File: config.mk
export PLATFORM = sky130hd
export DESIGN_NAME = cmp_trend_detector_flat
export DESIGN_NICKNAME = d
export VERILOG_FILES = /design/src/rtl/cmp_pkg.sv /design/src/rtl/cmp_trend_detector_if.sv /design/src/rtl/comparator.sv /design/src/rtl/cmp_trend_detector.sv /design/src/flat_wrapper.sv
export SDC_FILE = /design/constraint.sdc
export NUM_CORES = 1
export LEC_CHECK = 0
export CAP_MARGIN = 5
export CORE_ASPECT_RATIO = 0.7
export CORE_MARGIN = 4
export CORE_UTILIZATION = 51
export CTS_CLUSTER_DIAMETER = 100
export DETAILED_ROUTE_END_ITERATION = 8
export PLACE_DENSITY = 0.83
export SYNTH_ARGS = -nofsm -noshare
export SYNTH_HDL_FRONTEND = slang
export SYNTH_SLANG_ARGS = --single-unit
File: constraint.sdc
create_clock -name clk -period 2.6 [get_ports clk]
set_input_delay 0.78 -clock clk [delete_from_list [all_inputs] [get_ports clk]]
set_output_delay 0.78 -clock clk [all_outputs]
set_load 0.03 [all_outputs]
File: src/rtl/cmp_pkg.sv
// cmp_pkg: shared trend encodings, FSM state type and comparator result type.
package cmp_pkg;
   localparam logic [1:0] TREND_NONE = 2'b00;
   localparam logic [1:0] TREND_UP = 2'b01;
   localparam logic [1:0] TREND_DOWN = 2'b10;
   localparam logic [1:0] TREND_FLAT = 2'b11;
   localparam logic [3:0] RUN_CNT_MAX = 4'd15;
   // State codes double as the trend encoding of the last classified step
   typedef enum logic [1:0] {
      S_EMPTY = TREND_NONE,
      S_UP = TREND_UP,
      S_DOWN = TREND_DOWN,
      S_FLAT = TREND_FLAT
   } state_t;
   typedef struct packed {
      logic gt;
      logic lt;
      logic eq;
   } cmp_t;
endpackage

File: src/rtl/cmp_trend_detector_if.sv
// cmp_trend_detector_if: sample stream in, registered trend/min/max results out.
interface cmp_trend_detector_if;
   logic       in_valid;
   logic [3:0] in_data;
   logic       clear;
   logic       out_valid;
   logic [1:0] trend;
   logic [3:0] run_cnt;
   logic       rise_alert;
   logic       fall_alert;
   logic [3:0] max_val;
   logic [3:0] min_val;
   modport master (
      output in_valid, in_data, clear,
      input out_valid, trend, run_cnt, rise_alert, fall_alert, max_val, min_val
   );
   modport slave (
      input in_valid, in_data, clear,
      output out_valid, trend, run_cnt, rise_alert, fall_alert, max_val, min_val
   );
endinterface

File: src/rtl/comparator.sv
// comparator: unsigned 4-bit magnitude comparator producing gt/lt/eq flags.
module comparator
   import cmp_pkg::*;
(
   input  logic [3:0] i_a,
   input  logic [3:0] i_b,
   output cmp_t       o_res
);
   assign o_res = '{gt: i_a > i_b, lt: i_a < i_b, eq: i_a == i_b};
endmodule

File: src/rtl/cmp_trend_detector.sv
// cmp_trend_detector: classifies each sample against the previous one, counts
// same-direction runs, fires one-shot run alerts and tracks running min/max.
module cmp_trend_detector
   import cmp_pkg::*;
#(
   parameter int RUN_LEN = 3
) (
   input logic clk,
   input logic rst,
   cmp_trend_detector_if.slave bus
);
   localparam logic [3:0] RUN_LEN4 = 4'(RUN_LEN);
   state_t     r_state;
   logic [3:0] r_prev;
   logic       r_first;
   cmp_t       w_prev;
   cmp_t       w_max;
   cmp_t       w_min;
   state_t     w_dir;
   logic [3:0] w_cnt;
   logic       w_unused;
   comparator u_cmp_prev (.i_a(bus.in_data), .i_b(r_prev), .o_res(w_prev));
   comparator u_cmp_max (.i_a(bus.in_data), .i_b(bus.max_val), .o_res(w_max));
   comparator u_cmp_min (.i_a(bus.in_data), .i_b(bus.min_val), .o_res(w_min));
   always_comb begin
      w_dir = w_prev.gt ? S_UP : (w_prev.lt ? S_DOWN : S_FLAT);
      w_cnt = (w_dir != r_state || r_first) ? 4'd1 :
              (bus.run_cnt == RUN_CNT_MAX ? RUN_CNT_MAX : bus.run_cnt + 4'd1);
      w_unused = ^{w_prev.eq, w_max.lt, w_max.eq, w_min.gt, w_min.eq};
   end
   always_ff @(posedge clk) begin
      if (rst || bus.clear) begin
         r_state        <= S_EMPTY;
         r_prev         <= 4'd0;
         r_first        <= 1'b0;
         bus.out_valid  <= 1'b0;
         bus.trend      <= TREND_NONE;
         bus.run_cnt    <= 4'd0;
         bus.rise_alert <= 1'b0;
         bus.fall_alert <= 1'b0;
         bus.max_val    <= 4'd0;
         bus.min_val    <= 4'd0;
      end else begin
         bus.out_valid  <= bus.in_valid;
         bus.rise_alert <= 1'b0;
         bus.fall_alert <= 1'b0;
         if (bus.in_valid && r_state == S_EMPTY) begin
            r_state     <= S_FLAT;
            r_first     <= 1'b1;
            r_prev      <= bus.in_data;
            bus.trend   <= TREND_NONE;
            bus.run_cnt <= 4'd0;
            bus.max_val <= bus.in_data;
            bus.min_val <= bus.in_data;
         end else if (bus.in_valid) begin
            r_state     <= w_dir;
            r_first     <= 1'b0;
            r_prev      <= bus.in_data;
            bus.trend   <= w_dir;
            bus.run_cnt <= w_cnt;
            // Old count already at RUN_LEN means a saturated hold, not a new arrival
            bus.rise_alert <= w_dir == S_UP && w_cnt == RUN_LEN4 && bus.run_cnt != RUN_LEN4;
            bus.fall_alert <= w_dir == S_DOWN && w_cnt == RUN_LEN4 && bus.run_cnt != RUN_LEN4;
            bus.max_val <= w_max.gt ? bus.in_data : bus.max_val;
            bus.min_val <= w_min.lt ? bus.in_data : bus.min_val;
         end
      end
   end
endmodule

File: src/flat_wrapper.sv
// flat-port wrapper written by rule: the top's interface ports become plain ports
module cmp_trend_detector_flat import cmp_pkg::*;
#(
   parameter int RUN_LEN = 3
)
  (clk, rst, bus_in_valid, bus_in_data, bus_clear, bus_out_valid, bus_trend, bus_run_cnt, bus_rise_alert, bus_fall_alert, bus_max_val, bus_min_val);
  cmp_trend_detector_if bus_i ();
  input logic clk;
  input logic rst;
  input wire logic [$bits(bus_i.in_valid)-1:0] bus_in_valid;
  input wire logic [$bits(bus_i.in_data)-1:0] bus_in_data;
  input wire logic [$bits(bus_i.clear)-1:0] bus_clear;
  output wire logic [$bits(bus_i.out_valid)-1:0] bus_out_valid;
  output wire logic [$bits(bus_i.trend)-1:0] bus_trend;
  output wire logic [$bits(bus_i.run_cnt)-1:0] bus_run_cnt;
  output wire logic [$bits(bus_i.rise_alert)-1:0] bus_rise_alert;
  output wire logic [$bits(bus_i.fall_alert)-1:0] bus_fall_alert;
  output wire logic [$bits(bus_i.max_val)-1:0] bus_max_val;
  output wire logic [$bits(bus_i.min_val)-1:0] bus_min_val;
  assign bus_i.in_valid = bus_in_valid;
  assign bus_i.in_data = bus_in_data;
  assign bus_i.clear = bus_clear;
  assign bus_out_valid = bus_i.out_valid;
  assign bus_trend = bus_i.trend;
  assign bus_run_cnt = bus_i.run_cnt;
  assign bus_rise_alert = bus_i.rise_alert;
  assign bus_fall_alert = bus_i.fall_alert;
  assign bus_max_val = bus_i.max_val;
  assign bus_min_val = bus_i.min_val;
  cmp_trend_detector #(.RUN_LEN(RUN_LEN)) u_core (.clk(clk), .rst(rst), .bus(bus_i));
endmodule
==> impl_metrics.tcl, run 1 <==
set metrics [dict create \
    clk_latency_ps 310 \
    numCtsBuffers 3 \
    critical_path_arrival_ps 2660 \
    synth-xor-area-share_pct 1.35 \
    period_needed_ps 2420 \
    syn_nets 162 \
    cp_slowest_cell "or4b_4" \
    hold_violations 0 \
    ant_nets 0 \
    core_area_um2 2440 \
    finalCritPeriodShare_pct 93.1 \
    pin_count 25 \
    synthMuxAreaShare_pct 10.0 \
    path_class "input port to flip-flop" \
    dr.pass1.iters 4 \
    wl_mm 2.82 \
    grt_first_pass_wirelength_mm 4.84 \
    grt_pass1_vias 1047 \
    nets 196 \
    synth_compound_area_share_pct 16.6 \
    crit_path_max_incr_delay_ps 520 \
    path_max_fanout 3 \
    vias_per_cell 5.45 \
    drc 0 \
    synth-edff-count 0 \
    synth_top_family_by_area "simple AND/OR/NAND/NOR gates" \
    synth_cell_types 40 \
    cts.sinks 24 \
    synth_top_area_share_pct 36.9 \
    synthAdderAreaFrac_pct 11.5 \
    ys_ff_latch 24 \
    syn_area_um2 1300 \
    status "finished clean" \
    postSynthCellCount 142 \
    synthTopCellsByArea "dfxtp_1 (37%), ha_1 (12%), mux2i_1 (10%)" \
    place_congestion 0.890 \
    die-area_um2 3440 \
    cp_top_family "simple AND/OR/NAND/NOR gates" \
    finalSetupViolations 0 \
    finalMaxSlewViolations 0 \
    path_buf_inv 1 \
    cts_max_path_buffers 2 \
    p_leak_nw 0.690 \
    place_area_um2 1640 \
    cts-resized-gates 0 \
    cts_tree "built" \
    hpwl_mm 2.23 \
    fmax_ghz 0.413 \
    die_x_um 68.4 \
    fin_area_um2 1680 \
    synth_top_area_cell "dfxtp_1" \
    initial_utilization_pct 53.3 \
    finClkSkew_ps 2.67 \
    ys_seq_area_share_pct 36.9 \
    synth-async-reset-ratio_pct 0 \
    worst_pin_slew_ps 537 \
    avgSynthCellArea_um2 9.16 \
    holdWs_ps 496 \
    portBuffers 24 \
    grt_start_max_net_pins 22 \
    vias 1139 \
    cts_hold_buf 0 \
    drive_above_1_share_pct 12.6 \
    post-cts-setup-buffers 0 \
    min_path_type "flip-flop to flip-flop" \
    path_cells "clkdlybuf4s50_1 > ha_1 > nor2b_1 > o211a_1 > or4b_4 > and2_4 > o32ai_2" \
    p_per_area_nw_per_um2 444 \
    cp.required_ps 2840 \
    synth_simple_gate_area_share_pct 18.4 \
    synthTopCellsByCount "dfxtp_1 (24), nor2_1 (21), inv_1 (13), mux2i_1 (13), ha_1 (12)" \
    routedWlPerCell_um 13.5 \
    antennaDiodeCount 0 \
    max_cap_viol_count 0 \
    yosysMostFrequentCell "dfxtp_1" \
    drt-initial-drc-count 45 \
    nFillCells 198 \
    worstSetupEndpointType "flip-flop" \
    grtUsageTotal_pct 18.7 \
    clkTransAtPathRegs_ps 130 \
    dp_cells 205 \
    instances_no_fill 209 \
    areaGrowthSynthToFinish_pct 28.8 \
    row_count 15 \
    htree_levels 1 \
    antenna_found_initial 0 \
    rsz0062_at_grt "false" \
    ys.flop_type "dfxtp_1" \
    start_kind "input port" \
    peakVddDrop_mv 0.298 \
    cts_root_buf "clkbuf_4" \
    totalNegativeSetupSlack_ps 0 \
    yosys_warnings 0 \
    fp.dieH_um 50.3 \
    grt_overflow_total 0 \
    timing.slew.headroom_pct 64.1 \
]
per-layer routing:
| layer | up-vias | wire [µm] | global-route usage [%] |
|---|---|---|---|
| li1 | 569 | - | - |
| met1 | 526 | 1300 | 25.5 |
| met2 | 42 | 1280 | 29.1 |
| met3 | 2 | 220 | 5.37 |
| met4 | 0 | 19 | 3.96 |
| met5 | - | 0 | 0 |
worst paths after layout:
path / start / depth (start not counted) / endpoint / slack (ps)
min reg2reg: u_core.bus.trend[1] / 2 / u_core.bus.trend[1] / 500
min: u_core.bus.trend[1] / 2 / u_core.bus.trend[1] / 500
max reg2reg: u_core.r_prev[1] / 7 / u_core.bus.run_cnt[3] / 730
max: bus_in_data[1] / 7 / u_core.bus.run_cnt[3] / 180
layout make-up:
type | instances | area, µm² | share of cell area, %
Inverter | 13 | 48.8 | 2.91
Sequential cell | 24 | 480 | 28.7
Timing Repair Buffer | 34 | 315 | 18.8
Clock buffer | 4 | 36.3 | 2.16
Tap cell | 34 | 42.5 | 2.54
Multi-Input combinational cell | 100 | 753 | 44.9
worst register-to-register path: cells and delay by family, from the launching register on:
| kind | cells | cell delay, ps |
|---|---|---|
| flip-flops | 1 | 350 |
| buffers and inverters | 1 | 40 |
| AO/OA/AOI/OAI | 2 | 320 |
| adder cells (fa/ha/maj) | 1 | 280 |
| AND/OR/NAND/NOR | 3 | 820 |
metrics by stage:
stage	setup WS, ps	utilization [%]	total power [mW]
floorplan	355	-	0.493
global placement	-113	67.2	0.550
detailed placement	-149	67.2	0.555
CTS	178	68.7	0.747
global route	106	68.7	0.787
finish	181	68.7	0.744
logic make-up (layout without fill, tap and decap cells):
logic type / count (synthesis) / after routing
fa+ha+maj: 12 / 12
buf+inv: 18 / 51
mux: 13 / 13
xor+xnor: 2 / 2
simple gates: 45 / 45
compound gates: 28 / 28
flops: 24 / 24
report_power, final:
part / internal (mW) / switching, mW
Combinational: 0.0749 / 0.0839
Sequential: 0.379 / 0.0100
Clock: 0.0856 / 0.111
Total: 0.540 / 0.205
sequential cells by signal, summed over array words and instances, names as in the netlist:
| name | flops |
|---|---|
| u_core.bus.fall_alert | 1 |
| u_core.bus.max_val | 4 |
| u_core.bus.min_val | 4 |
| u_core.bus.out_valid | 1 |
| u_core.bus.rise_alert | 1 |
| u_core.bus.run_cnt | 4 |
| u_core.bus.trend | 2 |
| u_core.r_first | 1 |
| u_core.r_prev | 4 |
| u_core.r_state | 2 |
layout by cell type (no fill, tap or decap), drive strengths merged, types with 2 or more instances in the layout:
cell / count
clkdlybuf4s50: 24
dfxtp: 24
nor2: 21
inv: 13
mux2i: 13
ha: 12
buf: 10
o21ai: 7
a21oi: 6
nand2: 5
clkbuf: 4
nor2b: 3
a31oi: 3
nand4: 2
xnor2: 2
nand3: 2
a211oi: 2
and2: 2
(Power assumes the default switching activity.)
==> run 2, diff against run 1 <==
--- a/config.mk
+++ b/config.mk
@@ -8,10 +8,12 @@
 export CAP_MARGIN = 5
 export CORE_ASPECT_RATIO = 0.7
 export CORE_MARGIN = 4
-export CORE_UTILIZATION = 51
+export CORE_UTILIZATION = 53
+export CTS_BUF_LIST = sky130_fd_sc_hd__clkbuf_4
 export CTS_CLUSTER_DIAMETER = 100
 export DETAILED_ROUTE_END_ITERATION = 8
-export PLACE_DENSITY = 0.83
+export PLACE_DENSITY = 0.85
+export REMOVE_ABC_BUFFERS = 1
 export SYNTH_ARGS = -nofsm -noshare
 export SYNTH_HDL_FRONTEND = slang
 export SYNTH_SLANG_ARGS = --single-unit
==> run 2 against run 1 <==
  * Worst setup slack worse by 22 ps
  * Utilization is 5.7 points higher
  * Sequential power about the same
  * Global-route usage up 1.4 points
  * Critical path depth unchanged
  * Flip-flop and latch count unchanged
  * Wire length increased by 5.9%
  * Non-clock buffer count fell by 1
  * Total power decreased by 3.1%
  * Maximum frequency decreased by 0.89%
  * Highest routed layer unchanged
==> impl_metrics.tcl, run 2 (synthesis results as in run 1) <==
set metrics [dict create \
    cts-resized-gates 0 \
    finalCritPeriodShare_pct 93.9 \
    p_per_area_nw_per_um2 432 \
    r2r-end "u_core.bus.run_cnt[2]" \
    finalMaxSlewViolations 0 \
    path_max_fanout 3 \
    row_count 14 \
    clk_latency_ps 320 \
    pin_count 25 \
    numCtsBuffers 3 \
    rr_startpoint "u_core.r_prev[1]" \
    antenna_found_initial 0 \
    ant_nets 0 \
    worstRegToRegCells 7 \
    startpoint "bus_in_data[1]" \
    hold_violations 0 \
    critPathCapture "u_core.bus.run_cnt[2]" \
    die_x_um 67.2 \
    initial_utilization_pct 58.0 \
    cts.sinks 24 \
    crit_path_max_incr_delay_ps 520 \
    holdWs_ps 501 \
    grtUsageTotal_pct 20.2 \
    wl_mm 2.98 \
    grt_start_max_net_pins 27 \
    path_class "input port to flip-flop" \
    drt-initial-drc-count 63 \
    fp.dieH_um 49.5 \
    finalSetupViolations 0 \
    vias 1109 \
    multi_input_area_um2 753 \
    antennaDiodeCount 0 \
    drive_above_1_share_pct 11.5 \
    fmax_ghz 0.410 \
    nFillCells 173 \
    cts_root_buf "clkbuf_4" \
    cts_tree "built" \
    peakVddDrop_mv 0.391 \
    totalNegativeSetupSlack_ps 0 \
    hpwl_mm 2.35 \
    rrSetupSlack_ps 690 \
    grt_first_pass_wirelength_mm 5.13 \
    clkTransAtPathRegs_ps 130 \
    cp.required_ps 2860 \
    p_leak_nw 0.684 \
    finClkSkew_ps 7.99 \
    period_needed_ps 2440 \
    status "finished clean" \
    place_congestion 0.843 \
    vias_per_cell 5.38 \
    grt_overflow_total 0 \
    core_area_um2 2240 \
    worst_slack_ps 159 \
    dr.pass1.iters 4 \
    grt_pass1_vias 1126 \
    portBuffers 24 \
    start_kind "input port" \
    regArea_um2 480 \
    timing.slew.headroom_pct 65.7 \
    place_ws_ps -188 \
    final_cell_mix "clkdlybuf4s50_1 (24), dfxtp_1 (24), nor2_1 (21)" \
    p_total_uw 721 \
    htree_levels 1 \
    cts_hold_buf 0 \
    cp_slowest_cell "or4b_4" \
    areaGrowthSynthToFinish_pct 28.3 \
    cts_max_path_buffers 2 \
    min_path_type "flip-flop to flip-flop" \
    post-cts-setup-buffers 0 \
    worst_pin_slew_ps 513 \
    path_cells "clkdlybuf4s50_1 > ha_1 > nor2b_1 > o211a_1 > or4b_4 > and2_4 > o22ai_1" \
    drc 0 \
    nets 195 \
    critical_path_arrival_ps 2700 \
    max_cap_viol_count 0 \
    routedWlPerCell_um 14.5 \
    rsz0062_at_grt "false" \
    die-area_um2 3320 \
    worstSetupEndpointType "flip-flop" \
]
[run 2: cell type report]
class / count / area share (%)
clock buffer: 3 / 1.35
sequential: 24 / 28.8
multi-input combinational: 100 / 45.1
tap: 32 / 2.40
inverter: 13 / 2.92
timing repair buffer: 33 / 19.2
clock inverter: 1 / 0.225
[run 2: how the worst min path moves through the flow]
stage | cells past startpoint | end | from
after floorplan | 2 | u_core.r_prev[1] | u_core.r_prev[1]
after global placement | 2 | u_core.bus.trend[1] | u_core.bus.trend[1]
after detailed placement | 2 | u_core.bus.trend[0] | u_core.bus.trend[0]
after CTS | 2 | u_core.bus.trend[0] | u_core.bus.trend[0]
after global routing | 2 | u_core.bus.trend[1] | u_core.bus.trend[1]
final | 2 | u_core.bus.trend[0] | u_core.bus.trend[0]
[run 2: where the power goes]
group / total (mW) / switching (mW) / internal (mW)
clock network: 0.169 / 0.112 / 0.0563
logic: 0.163 / 0.0869 / 0.0762
registers: 0.389 / 0.0102 / 0.379
[run 2: critical path: cells and delay by family]
| kind | cells | cell delay [ps] |
|---|---|---|
| AND/OR/NAND/NOR | 3 | 830 |
| buffers and inverters | 1 | 430 |
| AO/OA/AOI/OAI | 2 | 340 |
| adder cells (fa/ha/maj) | 1 | 320 |
[run 2: stage by stage]
stage	area, µm²	std cells	utilization, %
after floorplan	1280	137	-
after global placement	1640	202	73.3
after detailed placement	1640	202	73.3
after CTS	1670	206	74.4
after global routing	1670	206	74.4
final	1670	206	74.4
[run 2: layer usage]
layer  GRT usage, %  part of all wire, %  vias up
met5              0                    0        -
met4           5.39                  1.2        0
met3           6.59                  7.8        4
met2           30.8                   46       42
met1           27.1                   45      501
li1               -                    -      562
==> run 3, diff against run 2 <==
--- a/config.mk
+++ b/config.mk
@@ -5,14 +5,13 @@
 export SDC_FILE = /design/constraint.sdc
 export NUM_CORES = 1
 export LEC_CHECK = 0
-export CAP_MARGIN = 5
 export CORE_ASPECT_RATIO = 0.7
 export CORE_MARGIN = 4
-export CORE_UTILIZATION = 53
+export CORE_UTILIZATION = 50
 export CTS_BUF_LIST = sky130_fd_sc_hd__clkbuf_4
 export CTS_CLUSTER_DIAMETER = 100
 export DETAILED_ROUTE_END_ITERATION = 8
-export PLACE_DENSITY = 0.85
+export PLACE_DENSITY = 0.78
 export REMOVE_ABC_BUFFERS = 1
 export SYNTH_ARGS = -nofsm -noshare
 export SYNTH_HDL_FRONTEND = slang
==> run 3 against run 2 <==
  * Combinational power hardly changed
  * Die area rose by 5.1%
  * Sequential share of layout area barely moved
  * Critical path type unchanged
  * Largest power group unchanged
==> impl_metrics.tcl, run 3 (synthesis results as in run 1) <==
set metrics [dict create \
    holdPathStages 2 \
    cts_tree "built" \
    rsz0062_at_grt "false" \
    path_max_fanout 3 \
    pwr-share-seq_pct 54.5 \
    initial_utilization_pct 52.5 \
    grt_pass1_vias 1043 \
    holdPathEnd "u_core.bus.trend[0]" \
    clk_latency_ps 310 \
    status "finished clean" \
    drt-initial-drc-count 45 \
    r2r-end "u_core.bus.run_cnt[2]" \
    worstSetupEndpointType "flip-flop" \
    grtUsageTotal_pct 18.3 \
    vias_per_cell 5.38 \
    fp.dieH_um 50.7 \
    numCtsBuffers 3 \
    p_leak_nw 0.687 \
    nFillCells 202 \
    power_switching_uw 205 \
    peakVddDrop_mv 0.236 \
    regArea_um2 480 \
    htree_levels 1 \
    drc 0 \
    place_congestion 0.940 \
    min_path_type "flip-flop to flip-flop" \
    hold_violations 0 \
    timing.slew.headroom_pct 68.0 \
    finalSetupViolations 0 \
    drive_above_1_share_pct 12.6 \
    period_needed_ps 2440 \
    cts_hold_buf 0 \
    areaGrowthSynthToFinish_pct 28.4 \
    multi_input_area_um2 753 \
    die_x_um 69.0 \
    cp.required_ps 2850 \
    clkTransAtPathRegs_ps 130 \
    pin_count 25 \
    ant_nets 0 \
    max_cap_viol_count 0 \
    grt_start_max_net_pins 15 \
    routedWlPerCell_um 13.8 \
    fmax_ghz 0.411 \
    rr_startpoint "u_core.r_prev[1]" \
    vias 1125 \
    wl_mm 2.89 \
    portBuffers 24 \
    finalCritPeriodShare_pct 93.7 \
    die-area_um2 3500 \
    cts_max_path_buffers 2 \
    antennaDiodeCount 0 \
    p_int_uw 509 \
    start_kind "input port" \
    grt_first_pass_wirelength_mm 4.82 \
    cts_root_buf "clkbuf_4" \
    finalMaxSlewViolations 0 \
    critical_path_arrival_ps 2680 \
    path_class "input port to flip-flop" \
    dr.pass1.iters 5 \
    worst_pin_slew_ps 479 \
    hp-start "u_core.bus.trend[0]" \
    final_cell_mix "clkdlybuf4s50_1 (24), dfxtp_1 (24), nor2_1 (21)" \
    cts.sinks 24 \
    cts-resized-gates 0 \
    hpwl_mm 2.22 \
    rrSetupSlack_ps 690 \
    grt_overflow_total 0 \
    power.clock.fraction_pct 22.8 \
    finClkSkew_ps 4.05 \
    p_total_uw 714 \
    core_area_um2 2480 \
    antenna_found_initial 0 \
    power_frac_comb_pct 22.7 \
    switching_share_pct 28.6 \
    holdWs_ps 501 \
    p_per_area_nw_per_um2 427 \
    row_count 15 \
    nets 197 \
    worstRegToRegCells 7 \
    post-cts-setup-buffers 0 \
]
run 3: worst max-delay path by stage:
stage                    from               endpoint  slack (ps)  cells after the start
2_1_floorplan  bus_in_data[1]  u_core.bus.run_cnt[3]         350                      6
3_3_place_gp   bus_in_data[1]  u_core.bus.run_cnt[3]        -110                      7
3_5_place_dp   bus_in_data[1]  u_core.bus.run_cnt[2]        -160                      7
4_1_cts        bus_in_data[1]  u_core.bus.run_cnt[2]         170                      7
5_1_grt        bus_in_data[1]  u_core.bus.run_cnt[3]         140                      7
6_report       bus_in_data[1]  u_core.bus.run_cnt[2]         160                      7
run 3: power by group through the flow:
stage / clock (mW) / sequential (mW) / combinational, mW
4_1_cts: 0.166 / 0.389 / 0.162
3_3_place_gp: 0 / 0.396 / 0.156
6_report: 0.163 / 0.389 / 0.162
2_1_floorplan: 0 / 0.408 / 0.0788
5_1_grt: 0.186 / 0.391 / 0.176
3_5_place_dp: 0 / 0.397 / 0.160
run 3: critical path, stage by stage:
cell	delay [ps]
clkdlybuf4s50_1	420
ha_1	320
nor2b_1	140
o211a_1	210
or4b_4	520
and2_4	170
o22ai_1	120
run 3: area by class of cell:
cell class,count,share of cell area (%)
clock buffers,3,1.35
inverters,13,2.92
multi-input cells,100,45.1
flip-flops and latches,24,28.8
well taps,34,2.55
repair buffers,35,19.3
run 3: per-stage QoR:
step	area (µm²)	TNS, ps	util (%)	worst slack [ps]	instances
finish	1670	0	67.4	164	209
global route	1670	0	67.4	137	209
CTS	1670	0	67.4	166	209
detailed placement	1650	-684	66.5	-158	206
global placement	1650	-388	66.5	-110	206
floorplan	1280	0	-	354	137
run 3: per-layer routing:
metal | GRT usage (%) | vias up | part of all wire, %
li1 | - | 568 | -
met1 | 26.4 | 522 | 51
met2 | 26.3 | 30 | 42
met3 | 5.37 | 5 | 5.4
met4 | 4.85 | 0 | 1.1
met5 | 0 | - | 0
